### src/rtl/hazard_scoreboard.sv
// hazard_scoreboard
//   Per-register write scoreboard sitting beside the ID stage. It tracks
//   in-flight writes of variable latency and produces stall, bubble and flush
//   controls for PC/IF/ID/EX. It covers RAW against multi-cycle results (with
//   a forwarding window), WAW against out-of-order completion and conflicts on
//   the single write-back port. It also handles branch flush, a global freeze,
//   and keeps a saturating count of hazard-stall cycles.
//
// Ports
//   clk, rst                     clock (rising edge), synchronous active-high reset
//   id_valid                     ID holds a valid instruction
//   id_rs1/_used, id_rs2/_used   source indices and read enables
//   id_rd, id_reg_write          destination index and write enable
//   id_lat                       result latency in cycles (0 is treated as 1)
//   branch_taken                 branch resolved taken in EX
//   freeze                       global pipeline freeze
//   pc_stall, if_stall, id_stall hold controls
//   ex_bubble                    inject NOP into ID/EX
//   if_flush, id_flush           squash controls
//   issue                        ID instruction advances this cycle
//   busy_vec                     per-register pending-write flags
//   stall_count                  saturating hazard-stall cycle count
module hazard_scoreboard #(
  parameter int NUM_REGS = 32,
  parameter int REG_AW   = 5,
  parameter int LAT_W    = 3,
  parameter int FWD_DIST = 1,
  parameter int CNT_W    = 16
) (
  input  logic                clk,
  input  logic                rst,
  input  logic                id_valid,
  input  logic [REG_AW-1:0]   id_rs1,
  input  logic                id_rs1_used,
  input  logic [REG_AW-1:0]   id_rs2,
  input  logic                id_rs2_used,
  input  logic [REG_AW-1:0]   id_rd,
  input  logic                id_reg_write,
  input  logic [LAT_W-1:0]    id_lat,
  input  logic                branch_taken,
  input  logic                freeze,
  output logic                pc_stall,
  output logic                if_stall,
  output logic                id_stall,
  output logic                ex_bubble,
  output logic                if_flush,
  output logic                id_flush,
  output logic                issue,
  output logic [NUM_REGS-1:0] busy_vec,
  output logic [CNT_W-1:0]    stall_count
);

  // A forwarding distance at or beyond the largest count means a source is
  // always ready, so clamp it into the counter range.
  localparam int FWD_MAX = (1 << LAT_W) - 1;
  localparam int FWD_CLAMP = (FWD_DIST > FWD_MAX) ? FWD_MAX : FWD_DIST;
  localparam logic [LAT_W-1:0] FWD_LIM = LAT_W'(FWD_CLAMP);

  logic [NUM_REGS-1:0] r_busy;
  logic [LAT_W-1:0]    r_cnt [NUM_REGS];
  logic [CNT_W-1:0]    r_stall_count;

  logic [LAT_W-1:0] w_lat;
  logic [LAT_W:0]   w_lat_p1;
  logic             w_raw1;
  logic             w_raw2;
  logic             w_waw;
  logic             w_wbc;
  logic             w_port_busy;
  logic             w_haz;
  logic             w_haz_stall;
  logic             w_rd_live;

  assign w_lat    = (id_lat == '0) ? LAT_W'(1) : id_lat;
  // One bit wider so that L+1 never wraps onto a small count.
  assign w_lat_p1 = {1'b0, w_lat} + (LAT_W+1)'(1);

  assign w_rd_live = id_valid & id_reg_write & (id_rd != '0);

  assign w_raw1 = id_valid & id_rs1_used & (id_rs1 != '0) & r_busy[id_rs1]
                & (r_cnt[id_rs1] > FWD_LIM);
  assign w_raw2 = id_valid & id_rs2_used & (id_rs2 != '0) & r_busy[id_rs2]
                & (r_cnt[id_rs2] > FWD_LIM);
  // An older write still finishing after ours would overwrite our result.
  assign w_waw  = w_rd_live & r_busy[id_rd] & ({1'b0, r_cnt[id_rd]} >= w_lat_p1);

  // Our write-back would land in the same cycle as some pending write.
  always_comb begin
    w_port_busy = 1'b0;
    for (int r = 1; r < NUM_REGS; r++) begin
      if (r_busy[r] && ({1'b0, r_cnt[r]} == w_lat_p1)) w_port_busy = 1'b1;
    end
  end
  assign w_wbc = w_rd_live & w_port_busy;

  assign w_haz       = w_raw1 | w_raw2 | w_waw | w_wbc;
  assign w_haz_stall = ~freeze & ~branch_taken & w_haz;

  always_comb begin
    pc_stall  = 1'b0;
    if_stall  = 1'b0;
    id_stall  = 1'b0;
    ex_bubble = 1'b0;
    if_flush  = 1'b0;
    id_flush  = 1'b0;
    issue     = 1'b0;
    if (freeze) begin
      pc_stall = 1'b1;
      if_stall = 1'b1;
      id_stall = 1'b1;
    end else if (branch_taken) begin
      if_flush = 1'b1;
      id_flush = 1'b1;
    end else if (w_haz) begin
      pc_stall  = 1'b1;
      if_stall  = 1'b1;
      id_stall  = 1'b1;
      ex_bubble = 1'b1;
    end else begin
      issue = id_valid;
    end
  end

  always_ff @(posedge clk) begin
    if (rst) begin
      r_busy        <= '0;
      r_cnt         <= '{default: '0};
      r_stall_count <= '0;
    end else if (!freeze) begin
      for (int r = 1; r < NUM_REGS; r++) begin
        if (r_busy[r]) begin
          r_cnt[r] <= r_cnt[r] - LAT_W'(1);
          if (r_cnt[r] == LAT_W'(1)) r_busy[r] <= 1'b0;
        end
      end
      // Placed after the decrement loop so a new issue wins over a
      // same-edge write-back of the same register.
      if (issue && id_reg_write && (id_rd != '0)) begin
        r_busy[id_rd] <= 1'b1;
        r_cnt[id_rd]  <= w_lat;
      end
      if (w_haz_stall && (r_stall_count != '1)) begin
        r_stall_count <= r_stall_count + CNT_W'(1);
      end
    end
  end

  assign busy_vec    = r_busy;
  assign stall_count = r_stall_count;

endmodule

### config.mk
export PLATFORM = sky130hd
export DESIGN_NAME = hazard_scoreboard
export DESIGN_NICKNAME = d
export VERILOG_FILES = /design/src/rtl/hazard_scoreboard.sv
export SDC_FILE = /design/constraint.sdc
export NUM_CORES = 1
export LEC_CHECK = 0
export CAP_MARGIN = 20
export CORE_UTILIZATION = 45
export CTS_BUF_LIST = sky130_fd_sc_hd__clkbuf_16
export CTS_CLUSTER_DIAMETER = 150
export DETAILED_ROUTE_END_ITERATION = 8
export SKIP_LAST_GASP = 1
export SLEW_MARGIN = 20
export SYNTH_ARGS = -nofsm -noshare
export SYNTH_HDL_FRONTEND = slang
export SYNTH_SLANG_ARGS = --single-unit
### constraint.sdc
create_clock -name clk -period 6.84 [get_ports clk]
set_input_delay 1.368 -clock clk [delete_from_list [all_inputs] [get_ports clk]]
set_output_delay 1.368 -clock clk [all_outputs]
set_load 0.005 [all_outputs]
==> impl_metrics.yaml <==
job:
  cap_violations: 0
hold_path:
  hold_path.class: "reg2reg"
  hold_path_end: "r_cnt[95]"
  worstHoldPathCells: 1
  holdCritStartpoint: "r_cnt[95]"
synthesis:
  synthFlopType: "dfxtp_1"
  synth-seq-area-share_pct: 22.2
  syn_area_per_cell_um2: 7.70
  synth_edf_count: 0
  synth_nets: 1779
  synth_cell_types: 92
  synth_cells: 1688
  synth-warning-count: 0
  synthArstFlopShare_pct: 0
  netlist_area_um2: 13000
  ys_ff_latch: 144
outcome:
  status: "complete, no violations"
cts:
  cts-htree-levels: 4
  cts_tree: "done"
  cts-root-buf: "clkbuf_16"
  ctsHoldBuffers: 0
  cts_sinks: 144
  numCtsBuffers: 17
  cts_buffer_depth: 2
  ctsResizeCount: 0
  cts_setup_buffers: 0
  clk_pin_slew_ns: 0.06
  insertion_delay_ns: 0.45
die:
  die_h_um: 172
  die_area_um2: 29600
  die-width_um: 172
  rows: 61
  core-area_um2: 28100
  start_util_pct: 46.3
  io-pin-count: 81
routing:
  routed_wirelength_mm: 52.3
  vias: 13742
  drt_iter0_markers: 1615
  firstDrtPassIters: 6
  vias_per_cell: 6.67
  antenna_left: 0
  avgRoutedWirePerCell_um: 25.4
  drc_errors: 0
global_routing:
  grt_pass1_vias: 12183
  grt.overflow.total: 0
  grt_use_total_pct: 35.6
  grt_pass1_wl_mm: 77.9
  grt_start_max_net_pins: 91
  antenna_found_initial: 0
sta:
  relSlewSlack_pct: 22.6
  tightest_slew_ns: 1.16
  hold_viol: 0
  max_freq_mhz: 153
  period_share_pct: 95.7
  slew_viol_final: 0
  hold_slack_ns: 0.483
  setup_viol: 0
  finalSetupTns_ns: 0
  clock_skew_ns: 0.0157
  min_period_ns: 6.55
  rsz0062_at_grt: "no"
worst_setup_path:
  r2r_cells: 13
  reg2reg_setup_slack_ns: 2.31
  worstReg2RegEnd: "r_cnt[36]"
  crit_path_start_kind: "input pin"
  r2r_start: "r_cnt[35]"
  required_ns: 5.47
  path_max_fanout: 10
  end_kind: "primary output"
  arrival_ns: 5.18
  crit_type: "in2out"
final_layout:
  final_util_pct: 51.3
  syn_to_final_growth_pct: 10.9
  fin_cells: 2061
  fillers: 2760
  nets: 1762
  final_layout_size_suffix_gt1_share_pct: 10.9
pwr:
  irDropWorstVdd_mv: 0.151
  power_mw: 2.10
  power_leakage_nw: 4.89
  seq_power_share_pct: 41.1
  power_density_nw_per_um2: 146
  power_switching_mw: 0.621
  intPower_mw: 1.48
  swShare_pct: 29.6
  pwr-share-clk_pct: 44.2
  comb_power_share_pct: 14.7
placed_design:
  port_buffers: 80
  dp_cells: 2030
  hpwl_mm: 38.1
  place.gp.congestion: 1.00
cells by family after synthesis:
logic type | Yosys count | synth area share, %
DFF | 144 | 22.2
buffers and inverters | 271 | 8.88
muxes | 122 | 13.3
xor gates and xnor gates | 12 | 0.866
and+or+nand+nor | 615 | 25.4
adders and majority gates | 65 | 6.26
AOI/OAI and AO/OA | 459 | 23.1
cell usage after synthesis, types with 7 or more instances:
cell,number,area (um2)
a211oi_1,13,97.6
a21o_1,12,90.1
a21oi_1,124,621
a22oi_1,11,82.6
a311oi_1,12,105
a31o_2,7,61.3
a31oi_1,25,156
and2_1,8,50.1
and3_1,11,68.8
and3b_1,7,61.3
and4_1,8,70.1
buf_1,10,37.5
buf_2,22,110
buf_4,14,105
clkbuf_1,107,402
dfxtp_1,144,2880
ha_1,65,813
inv_1,110,413
mux2_2,15,169
mux2i_1,63,631
mux4_2,38,856
nand2_1,199,747
nand2b_1,7,43.8
nand3_1,83,415
nand3_4,7,123
nand3b_1,14,105
nand4_1,24,150
nand4b_1,10,87.6
nor2_1,79,297
nor2b_1,21,131
nor3_1,34,170
nor3b_1,7,52.6
nor4_1,27,169
o211ai_1,9,67.6
o21ai_0,105,526
o221ai_1,15,131
o22ai_1,26,163
o31ai_1,11,82.6
o32ai_1,24,210
o41ai_1,7,61.3
or3_1,23,144
or3b_2,10,87.6
xnor2_1,10,87.6
layer usage:
| layer | wire length (um) | GRT usage, % |
|---|---|---|
| met1 | 23000 | 50.1 |
| met2 | 22300 | 52.6 |
| met3 | 4820 | 6.80 |
| met4 | 2130 | 15.5 |
| met5 | 0 | 0 |
worst max path at each step:
| stage | startpoint | cells past startpoint | slack, ns | end |
|---|---|---|---|---|
| 2_1_floorplan | id_rd[0] | 15 | 0.76 | if_stall |
| 3_3_place_gp | id_rd[3] | 13 | 0.50 | id_stall |
| 3_5_place_dp | id_rd[3] | 13 | 0.47 | if_stall |
| 4_1_cts | id_rd[3] | 13 | 0.44 | if_stall |
| 5_1_grt | id_rd[2] | 14 | 0.05 | id_stall |
| 6_report | id_rd[2] | 14 | 0.29 | if_stall |
stage by stage:
step	instance area [um2]	setup WS [ns]
after global routing	14400	0.0464
after CTS	14400	0.443
after detailed placement	13900	0.474
after global placement	13900	0.499
final	14400	0.291
after floorplan	13000	0.758
placed cells by master (no fill, tap or decap), types with 20 or more instances in the layout:
cell type / synthesis / layout
a21oi_1: 124 / 124
a31oi_1: 25 / 25
buf_4: 14 / 43
clkdlybuf4s50_1: 0 / 73
dfxtp_1: 144 / 144
ha_1: 65 / 65
inv_1: 110 / 110
mux2i_1: 63 / 63
mux4_2: 38 / 38
nand2_1: 199 / 199
nand3_1: 83 / 83
nand4_1: 24 / 24
nor2_1: 79 / 79
nor2b_1: 21 / 20
nor3_1: 34 / 34
nor4_1: 27 / 27
o21ai_0: 105 / 105
o22ai_1: 26 / 26
o32ai_1: 24 / 24
or3_1: 23 / 23
power by group through the flow:
stage | Combinational, mW | Clock [mW] | Sequential [mW]
floorplan | 0.201 | 0 | 0.870
global placement | 0.299 | 0 | 0.879
detailed placement | 0.301 | 0 | 0.879
CTS | 0.302 | 0.941 | 0.860
global route | 0.327 | 0.971 | 0.861
finish | 0.308 | 0.928 | 0.862
worst max-delay path, cell delays in order:
cell and delay (ns):
clkdlybuf4s50_1 0.67, buf_4 0.22, nand2_1 0.09, nor2_1 0.47, a22oi_1 0.19, nand4_1 0.16
ha_1 0.18, o21ai_0 0.10, a221o_1 0.29, a211oi_1 0.50, nor3_1 0.13, nand2_1 0.16
a21o_1 0.16, clkdlybuf4s50_1 0.51
area by class of cell:
cell class | instances | area (um2) | share of cell area [%]
diodes | 1 | 2.50 | 0.0174
clock buffers | 17 | 425 | 2.95
clock inverters | 13 | 124 | 0.859
inverters | 112 | 420 | 2.92
multi-input cells | 1273 | 8970 | 62.2
flip-flops and latches | 144 | 2880 | 20.0
well taps | 378 | 473 | 3.28
repair buffers | 123 | 1120 | 7.80
registers in the layout (all words and copies together) (netlist names):
name,count
stall_count,16
busy_vec,32
r_cnt,96
Power figures use the tool's default switching activity.
